<file path="src/rtl/risc_mem_pkg.sv">
// rtl/risc_mem_pkg.sv - shared types and sizes for the memory responder
package risc_mem_pkg;

    localparam int WORD_W    = 16;
    localparam int BURST_W   = 3;
    localparam int MAX_BEATS = 8;

    typedef enum logic [1:0] {
        ST_IDLE = 2'd0,
        ST_WAIT = 2'd1,
        ST_BEAT = 2'd2
    } state_e;

endpackage

</file>
<file path="src/rtl/mem_array.sv">
// rtl/mem_array.sv - single-port word RAM, synchronous write, asynchronous read
module mem_array #(
    parameter int DEPTH  = 256,
    parameter int DATA_W = 16,
    parameter int AW     = (DEPTH > 1) ? $clog2(DEPTH) : 1
) (
    input  logic              clk,
    input  logic              we,
    input  logic [AW-1:0]     addr,
    input  logic [DATA_W-1:0] wdata,
    output logic [DATA_W-1:0] rdata
);

    logic [DATA_W-1:0] mem [DEPTH];

    always_ff @(posedge clk) begin
        if (we) begin
            mem[addr] <= wdata;
        end
    end

    assign rdata = mem[addr];

endmodule

</file>
<file path="src/rtl/mem_responder.sv">
// rtl/mem_responder.sv - request/beat FSM with wait states and 1-8 word bursts
module mem_responder
    import risc_mem_pkg::*;
#(
    parameter int ADDR_W      = 16,
    parameter int DATA_W      = WORD_W,
    parameter int DEPTH       = 256,
    parameter int WAIT_CYCLES = 2
) (
    input  logic               clk,
    input  logic               proc_rst,
    input  logic               req_valid,
    output logic               req_ready,
    input  logic               req_write,
    input  logic [ADDR_W-1:0]  req_addr,
    input  logic [BURST_W-1:0] req_len,
    input  logic               wr_valid,
    output logic               wr_ready,
    input  logic [DATA_W-1:0]  wr_data,
    output logic               rsp_valid,
    input  logic               rsp_ready,
    output logic [DATA_W-1:0]  rsp_data,
    output logic               rsp_last,
    output logic               done,
    output logic               err
);

    localparam int MAW  = (DEPTH > 1) ? $clog2(DEPTH) : 1;
    localparam int WC_W = (WAIT_CYCLES > 0) ? $clog2(WAIT_CYCLES + 1) : 1;
    localparam logic [WC_W-1:0] WC_INIT = WC_W'(WAIT_CYCLES);

    state_e             state;
    logic               write_q;
    logic [ADDR_W-1:0]  addr_q;
    logic [BURST_W-1:0] len_q;
    logic [BURST_W-1:0] beat_q;
    logic [WC_W-1:0]    wait_cnt;

    logic               accept;
    logic               fire;
    logic               last_beat;
    logic               to_beat;
    logic               load_write;
    logic [ADDR_W-1:0]  addr_inc;
    logic [ADDR_W-1:0]  load_addr;
    logic [ADDR_W-1:0]  port_addr;
    logic               load_in_range;
    logic               mem_we;
    logic [DATA_W-1:0]  rd_word;

    function automatic logic in_range(input logic [ADDR_W-1:0] a);
        return 32'(a) < DEPTH;
    endfunction

    assign req_ready = (state == ST_IDLE);
    assign accept    = req_valid & req_ready;
    assign wr_ready  = (state == ST_BEAT) & write_q;
    assign rsp_valid = (state == ST_BEAT) & ~write_q;
    assign last_beat = (beat_q == len_q);
    assign rsp_last  = rsp_valid & last_beat;
    assign fire      = write_q ? (wr_ready & wr_valid) : (rsp_valid & rsp_ready);
    assign addr_inc  = addr_q + ADDR_W'(1);

    // load_addr is the word that the next BEAT will serve; its read data is captured on entry
    always_comb begin
        to_beat    = 1'b0;
        load_addr  = addr_q;
        load_write = write_q;
        case (state)
            ST_IDLE: begin
                load_addr  = req_addr;
                load_write = req_write;
                to_beat    = accept && (WAIT_CYCLES == 0);
            end
            ST_WAIT: to_beat = (wait_cnt == WC_W'(1));
            ST_BEAT: begin
                load_addr = addr_inc;
                to_beat   = fire && !last_beat && (WAIT_CYCLES == 0);
            end
            default: to_beat = 1'b0;
        endcase
    end

    assign load_in_range = in_range(load_addr);
    assign port_addr     = ((state == ST_BEAT) && write_q) ? addr_q : load_addr;
    assign mem_we        = fire & write_q & in_range(addr_q);

    mem_array #(
        .DEPTH  (DEPTH),
        .DATA_W (DATA_W),
        .AW     (MAW)
    ) u_mem_array (
        .clk   (clk),
        .we    (mem_we),
        .addr  (MAW'(port_addr)),
        .wdata (wr_data),
        .rdata (rd_word)
    );

    always_ff @(posedge clk) begin
        if (proc_rst) begin
            state    <= ST_IDLE;
            write_q  <= 1'b0;
            addr_q   <= '0;
            len_q    <= '0;
            beat_q   <= '0;
            wait_cnt <= '0;
            rsp_data <= '0;
            done     <= 1'b0;
            err      <= 1'b0;
        end else begin
            done <= 1'b0;
            if (to_beat && !load_write) begin
                rsp_data <= load_in_range ? rd_word : '0;
            end
            if (accept) begin
                err <= to_beat & ~load_in_range;
            end else if (to_beat && !load_in_range) begin
                err <= 1'b1;
            end
            case (state)
                ST_IDLE: begin
                    if (accept) begin
                        write_q  <= req_write;
                        addr_q   <= req_addr;
                        len_q    <= req_len;
                        beat_q   <= '0;
                        wait_cnt <= WC_INIT;
                        state    <= to_beat ? ST_BEAT : ST_WAIT;
                    end
                end
                ST_WAIT: begin
                    wait_cnt <= wait_cnt - WC_W'(1);
                    if (to_beat) begin
                        state <= ST_BEAT;
                    end
                end
                ST_BEAT: begin
                    if (fire) begin
                        if (last_beat) begin
                            state <= ST_IDLE;
                            done  <= 1'b1;
                        end else begin
                            addr_q   <= addr_inc;
                            beat_q   <= beat_q + BURST_W'(1);
                            wait_cnt <= WC_INIT;
                            state    <= to_beat ? ST_BEAT : ST_WAIT;
                        end
                    end
                end
                default: state <= ST_IDLE;
            endcase
        end
    end

endmodule

</file>
<file path="config.mk">
export PLATFORM = sky130hd
export DESIGN_NAME = mem_responder
export DESIGN_NICKNAME = d
export VERILOG_FILES = /design/src/rtl/risc_mem_pkg.sv /design/src/rtl/mem_array.sv /design/src/rtl/mem_responder.sv
export SDC_FILE = /design/constraint.sdc
export NUM_CORES = 2
export LEC_CHECK = 0
export ABC_CLOCK_PERIOD_IN_PS = 5400
export CAP_MARGIN = 20
export CORE_MARGIN = 2
export CORE_UTILIZATION = 45
export DETAILED_ROUTE_END_ITERATION = 16
export PLACE_DENSITY = 0.68
export SYNTH_ARGS = -nofsm -noshare
export SYNTH_HDL_FRONTEND = slang
export SYNTH_HIERARCHICAL = 1
export SYNTH_SLANG_ARGS = --single-unit
export TNS_END_PERCENT = 5
</file>
<file path="constraint.sdc">
create_clock -name clk -period 5.4 [get_ports clk]
set_input_delay 1.08 -clock clk [delete_from_list [all_inputs] [get_ports clk]]
set_output_delay 1.08 -clock clk [all_outputs]
set_load 0.005 [all_outputs]
</file>
* Yosys cells after proc, flatten, opt, wreduce, memory -nomap -nowiden
Memories as Yosys holds them, arrays and structs flattened. Cells that the tools add are included.
Word-level totals: register bits 45, logic and storage cells 79, memories kept 1, memory bits (writable) 4096
Operators by class: $add $sub $neg 3, multiplexer cells 29, bitwise gates (word level) 13, magnitude comparators 2, equality and inequality tests 8, reductions and logical operators 14
Memories:
- u_mem_array.mem | depth 256, bits a word 16, rd ports 1, clocked after Yosys merged registers in 0, wr ports 1, line mem_array.sv:14 | logic [DATA_W-1:0] mem [DEPTH];
Operators by type and width (number):
- 2-to-1 mux 16 bit | 4
- case mux 16 bit (2 select lines) | 2
- < comparator 16 x 9 -> 1 bit, second input constant | 2
- adder 16 x 1 -> 16 bit, second input constant | 1
- 2-to-1 mux 2 bit | 8
- case mux 2 bit (3 select lines) | 2
- bitwise AND 1 bit | 9
- 2-to-1 mux 3 bit | 3
- 2-to-1 mux 1 bit | 8
- 2-to-1 mux 8 bit | 1
- AND reduction 4 bit | 2
- inequality test 2 bit, second input constant | 3
- case mux 3 bit (2 select lines) | 1
- == test 2 x 1 -> 1 bit, second input constant | 2
- inverter 1 bit | 4
- nonzero test 2 bit | 2
- adder 3 x 1 -> 3 bit, second input constant | 1
- == test 3 bit | 1
- logical AND 1 bit | 3
- AND reduction 3 bit | 1
- nonzero test 3 bit | 1
- OR reduction 3 bit | 1
- == test 2 bit, second input constant | 1
- logical NOT 1 bit | 2
- other kinds (4) | 4

* Logic depth before layout (Yosys ltp)
depth in word-level cells 8, gate-level depth with buffers 15

* Cells and area by module
Netlist, hierarchy kept.
By module, submodules not included:
- mem_array | area an instance 155078.7 µm², times used 1, seq. area each 122998.0 µm², cells each 6711
- mem_responder | area an instance 2528.7 µm², times used 1, seq. area each 900.9 µm², cells each 322

* Worst setup path before layout
Ideal clock, no wire load.
kind input to register, start input req_addr[1], end memory u_mem_array.mem[145][0] (enable), required time 4991 ps, data arrival time 3518 ps, path slack 1473 ps, stages 9, cells stage by stage a22oi_1 > o21ai_0 > clkbuf_1 > buf_2 > clkbuf_1 > buf_2 > nand2b_1 > clkbuf_1 > nor3_1
On the way: longest elaborated chain between the ends 2
Ends and longest elaborated chain:
- start: declaration | line mem_responder.sv:15 | input logic [ADDR_W-1:0] req_addr,
- case mux 16 bit (2 select lines) | line mem_responder.sv:69 | case (state)
- 2-to-1 mux 8 bit | line mem_responder.sv:85 | assign port_addr = ((state == ST_BEAT) && write_q) ? addr_q : load_addr;
- net port_addr[1] | line mem_responder.sv:46 | logic [ADDR_W-1:0] port_addr;
- end: declaration | line mem_array.sv:14
The timed path passes the listed nets, and every way through them passes these cells.

* Worst setup path in the final report
start register write_q, end register rsp_data[12]
On the way: longest elaborated chain between the ends 4, elaborated cells on any way between the ends 7
Ends and longest elaborated chain:
- start: declaration | line mem_responder.sv:33 | logic write_q;
- start signal: assignment | line mem_responder.sv:124 | write_q <= req_write;
- logical AND 1 bit | line mem_responder.sv:85
- 2-to-1 mux 8 bit | line mem_responder.sv:85
- net port_addr[0] | line mem_responder.sv:46
- memory read (256 x 16 bit)
- net rd_word[12] | line mem_responder.sv:49 | logic [DATA_W-1:0] rd_word;
- 2-to-1 mux 16 bit | line mem_responder.sv:114 | rsp_data <= load_in_range ? rd_word : '0;
- end signal: assignment | line mem_responder.sv:114
- end: declaration | line mem_responder.sv:22 | output logic [DATA_W-1:0] rsp_data,
The timed path passes the listed nets, and every way through them passes these cells. A chain may end at the register's enable or synchronous reset.

==> metrics.md <==
| Metric | Value |
|---|---|
| Setup CP Type | register to register |
| Number of flops mapped to enable cells by yosys | 4096 |
| Synth top area share | 0.780 |
| ANT nets after route | 0 |
| Core ar. | 349000 µm² |
| Yosys top cell by area | edfxtp_1 |
| Worst Hold Depth | 2 |
| RePlAce Congestion | 0.889 |
| Share of cells above drive strength 1 | 0.298 |
| Pin count of the biggest net entering global routing | 149 |
| Ys Warns | 6 |
| Vias/cell | 6.20 |
| CP endpoint kind | register |
| WP data required | 6240 ps |
| Vias in the first global route | 78700 |
| Starting DRT DRC Count | 11400 |
| Clock tree buffer depth | 4 |
| Chip height | 596 µm |
| Fin crit period | 5180 ps |
| Commonest non-fill, non-tap cell in the layout | edfxtp_1 |
| Avg Inst Size Synth | 22.4 µm² |
| Critical path arrival | 6020 ps |
| WL final | 408000 µm |
| Clock Latency Late Sink | 980 ps |
| RSZ-0062 raised after global routing | no |
| Die ar. | 355000 µm² |
| GRT overflow | 0 |
| Crit Path Max Fanout | 31 |
| Cells after synthesis | 7033 |
| First-pass GRT wire length | 582000 µm |
| FMAX | 193 MHz |
| # fillers | 26200 |
| Asr flop ratio synth | 0 |
| Synth Cell Area | 158000 µm² |
| # clock sinks | 4141 |
| Pwr/cell area | 381 nW/µm² |
| Flops & latches, synth | 4141 |
| Register area | 124000 µm² |
| Placed cells | 12000 |
| IO buf count | 62 |
| Status | finished, final reports clean |
| I/O pin count | 63 |
| Hold_buf cts | 0 |
| CTS tree | done |
| Global-route usage over all layers | 0.228 |
| Hold Fails Final Rpt | 0 |
| Initial core utilization | 0.452 |
| Slew headroom | 0.146 |
| Max Cap Violations | 0 |
| Crit share post-route | 0.960 |
| Via Count | 79000 |
| Non-Filler Instances | 12700 |
| Setup violations, final | 0 |
| Number of distinct library cells after synthesis | 54 |
| Seq/Total Area, Yosys | 0.786 |
| Initial antenna violation count | 12 |
| Die width | 596 µm |
| Num CTS Buffers | 405 |
| Syn Nets | 7077 |
| Clock Tree Root | clkbuf_16 |
| Dpl hpwl | 245000 µm |
| Type of origin of the critical path | register |
| Rows | 217 |
| FF-to-FF path depth | 12 |
| Most used DFF post-synth | edfxtp_1 |
| Max IR drop VDD | 0.292 mV |
| H-tree depth | 5 |
| Setup_tns | 0 ps |
| DRC Markers | 0 |
| Max Clock Skew | 74.9 ps |
| Routed WL per cell | 32.0 µm |
| Layout Nets | 7843 |
| Leakage | 0.0565 µW |
| DR pass1 iterations | 6 |
| Largest cells by area after synthesis | edfxtp_1 78%, mux4_2 15%, a22oi_1 2.5%, a21oi_1 0.89%, nor2_1 0.66% |
| Final Max Tran Viols | 0 |
| Area growth from synthesis to layout | 15.9% |
| Multi-input logic area | 32000 µm² |
| Clk slew on worst S/H paths | 60 ps |
| Min-Delay Path Class | register to register |
| Worst slew pin tran | 1280 ps |
| Commonest cells after routing, fill and taps aside | 4096 x edfxtp_1, 1024 x mux4_2, 634 x buf_4 |
-- registers in the layout, indices dropped and copies added, names as in the netlist --
| signal | cells |
|---|---|
| addr_q | 16 |
| beat_q | 3 |
| done | 1 |
| err | 1 |
| len_q | 3 |
| rsp_data | 16 |
| state | 2 |
| u_mem_array/mem | 4096 |
| wait_cnt | 2 |
| write_q | 1 |
-- Yosys cell counts (all sizes together) (5+ instances only) --
cell type / instances
a21oi: 280
mux4: 1024
nand3: 21
nor2b: 9
inv: 6
o21ai: 16
xor2: 5
or3: 5
edfxtp: 4096
nor2: 278
a22oi: 526
o41ai: 65
nand4: 20
nor4: 6
clkbuf: 266
nor3: 42
buf: 183
nand2b: 10
a22o: 17
nand2: 62
dfxtp: 45
and2: 7
-- worst max-delay path, cell delays in order, from the launching register on --
cell and delay, ps:
dfxtp_1 770, a21oi_1 210, o21ai_4 640, buf_12 270
buf_12 290, buf_4 250, mux4_2 510, a22oi_1 370
a21oi_1 260, o41ai_1 860, buf_4 260, nand4_1 110
a22o_1 220
-- power breakdown --
group	internal [µW]	switching, µW	total, µW
Sequential	35300	25.9	35300
Clock	16100	12100	28200
Combinational	2400	3570	5970
-- repair_timing --
| item | in CTS | in global routing |
|---|---|---|
| endpoints found under the setup margin | 0 | 2 |
| gates resized for setup | 0 | 2 |
| buffers inserted | 0 | 0 |
-- logic make-up (layout without fill, tap and decap cells) --
family / count (synthesis) / count (layout) / synth area share
fa+ha+maj: 3 / 3 / 0.000238
flops: 4141 / 4141 / 0.786
buf+inv: 455 / 1555 / 0.0133
other cells: 0 / 9 / 0
mux: 1028 / 1028 / 0.147
simple gates: 471 / 471 / 0.0131
compound gates: 927 / 927 / 0.0403
xor+xnor: 8 / 8 / 0.000445
-- worst paths after layout --
path / startpoint / to / slack (ps)
worst max register to register: write_q / rsp_data[12] / 220
worst min register to register: err / err / 470
worst max-delay path: write_q / rsp_data[12] / 220
worst min-delay path: err / err / 470
-- cell type report --
cell class | instances | share of cell area
multi-input combinational | 2437 | 0.175
clock buffer | 494 | 0.0577
timing repair buffer | 808 | 0.0418
sequential | 4141 | 0.678
tap | 4599 | 0.0315
clock inverter | 247 | 0.0152
antenna | 9 | 0.000123
inverter | 6 | 0.000123
-- per-stage QoR --
| stage | instance area (µm²) | power (µW) | setup WS, ps | utilization | hold slack (ps) |
|---|---|---|---|---|---|
| after floorplan | 158000 | 39300 | 1470 | - | 440 |
| after global placement | 169000 | 41900 | -500 | 0.485 | 444 |
| after detailed placement | 169000 | 42000 | -268 | 0.485 | 462 |
| after CTS | 183000 | 69800 | 79.2 | 0.523 | 469 |
| after global routing | 183000 | 71400 | 49.4 | 0.523 | 494 |
| final | 183000 | 69500 | 215 | 0.523 | 472 |
-- per-layer routing --
metal / GRT usage / vias up / routed length [µm]
met5: 0 / - / 46
met4: 0.0832 / 8 / 15600
met3: 0.0425 / 630 / 43200
met2: 0.357 / 4637 / 194000
met1: 0.321 / 42000 / 155000
li1: - / 31700 / -
Power figures use the tool's default switching activity.
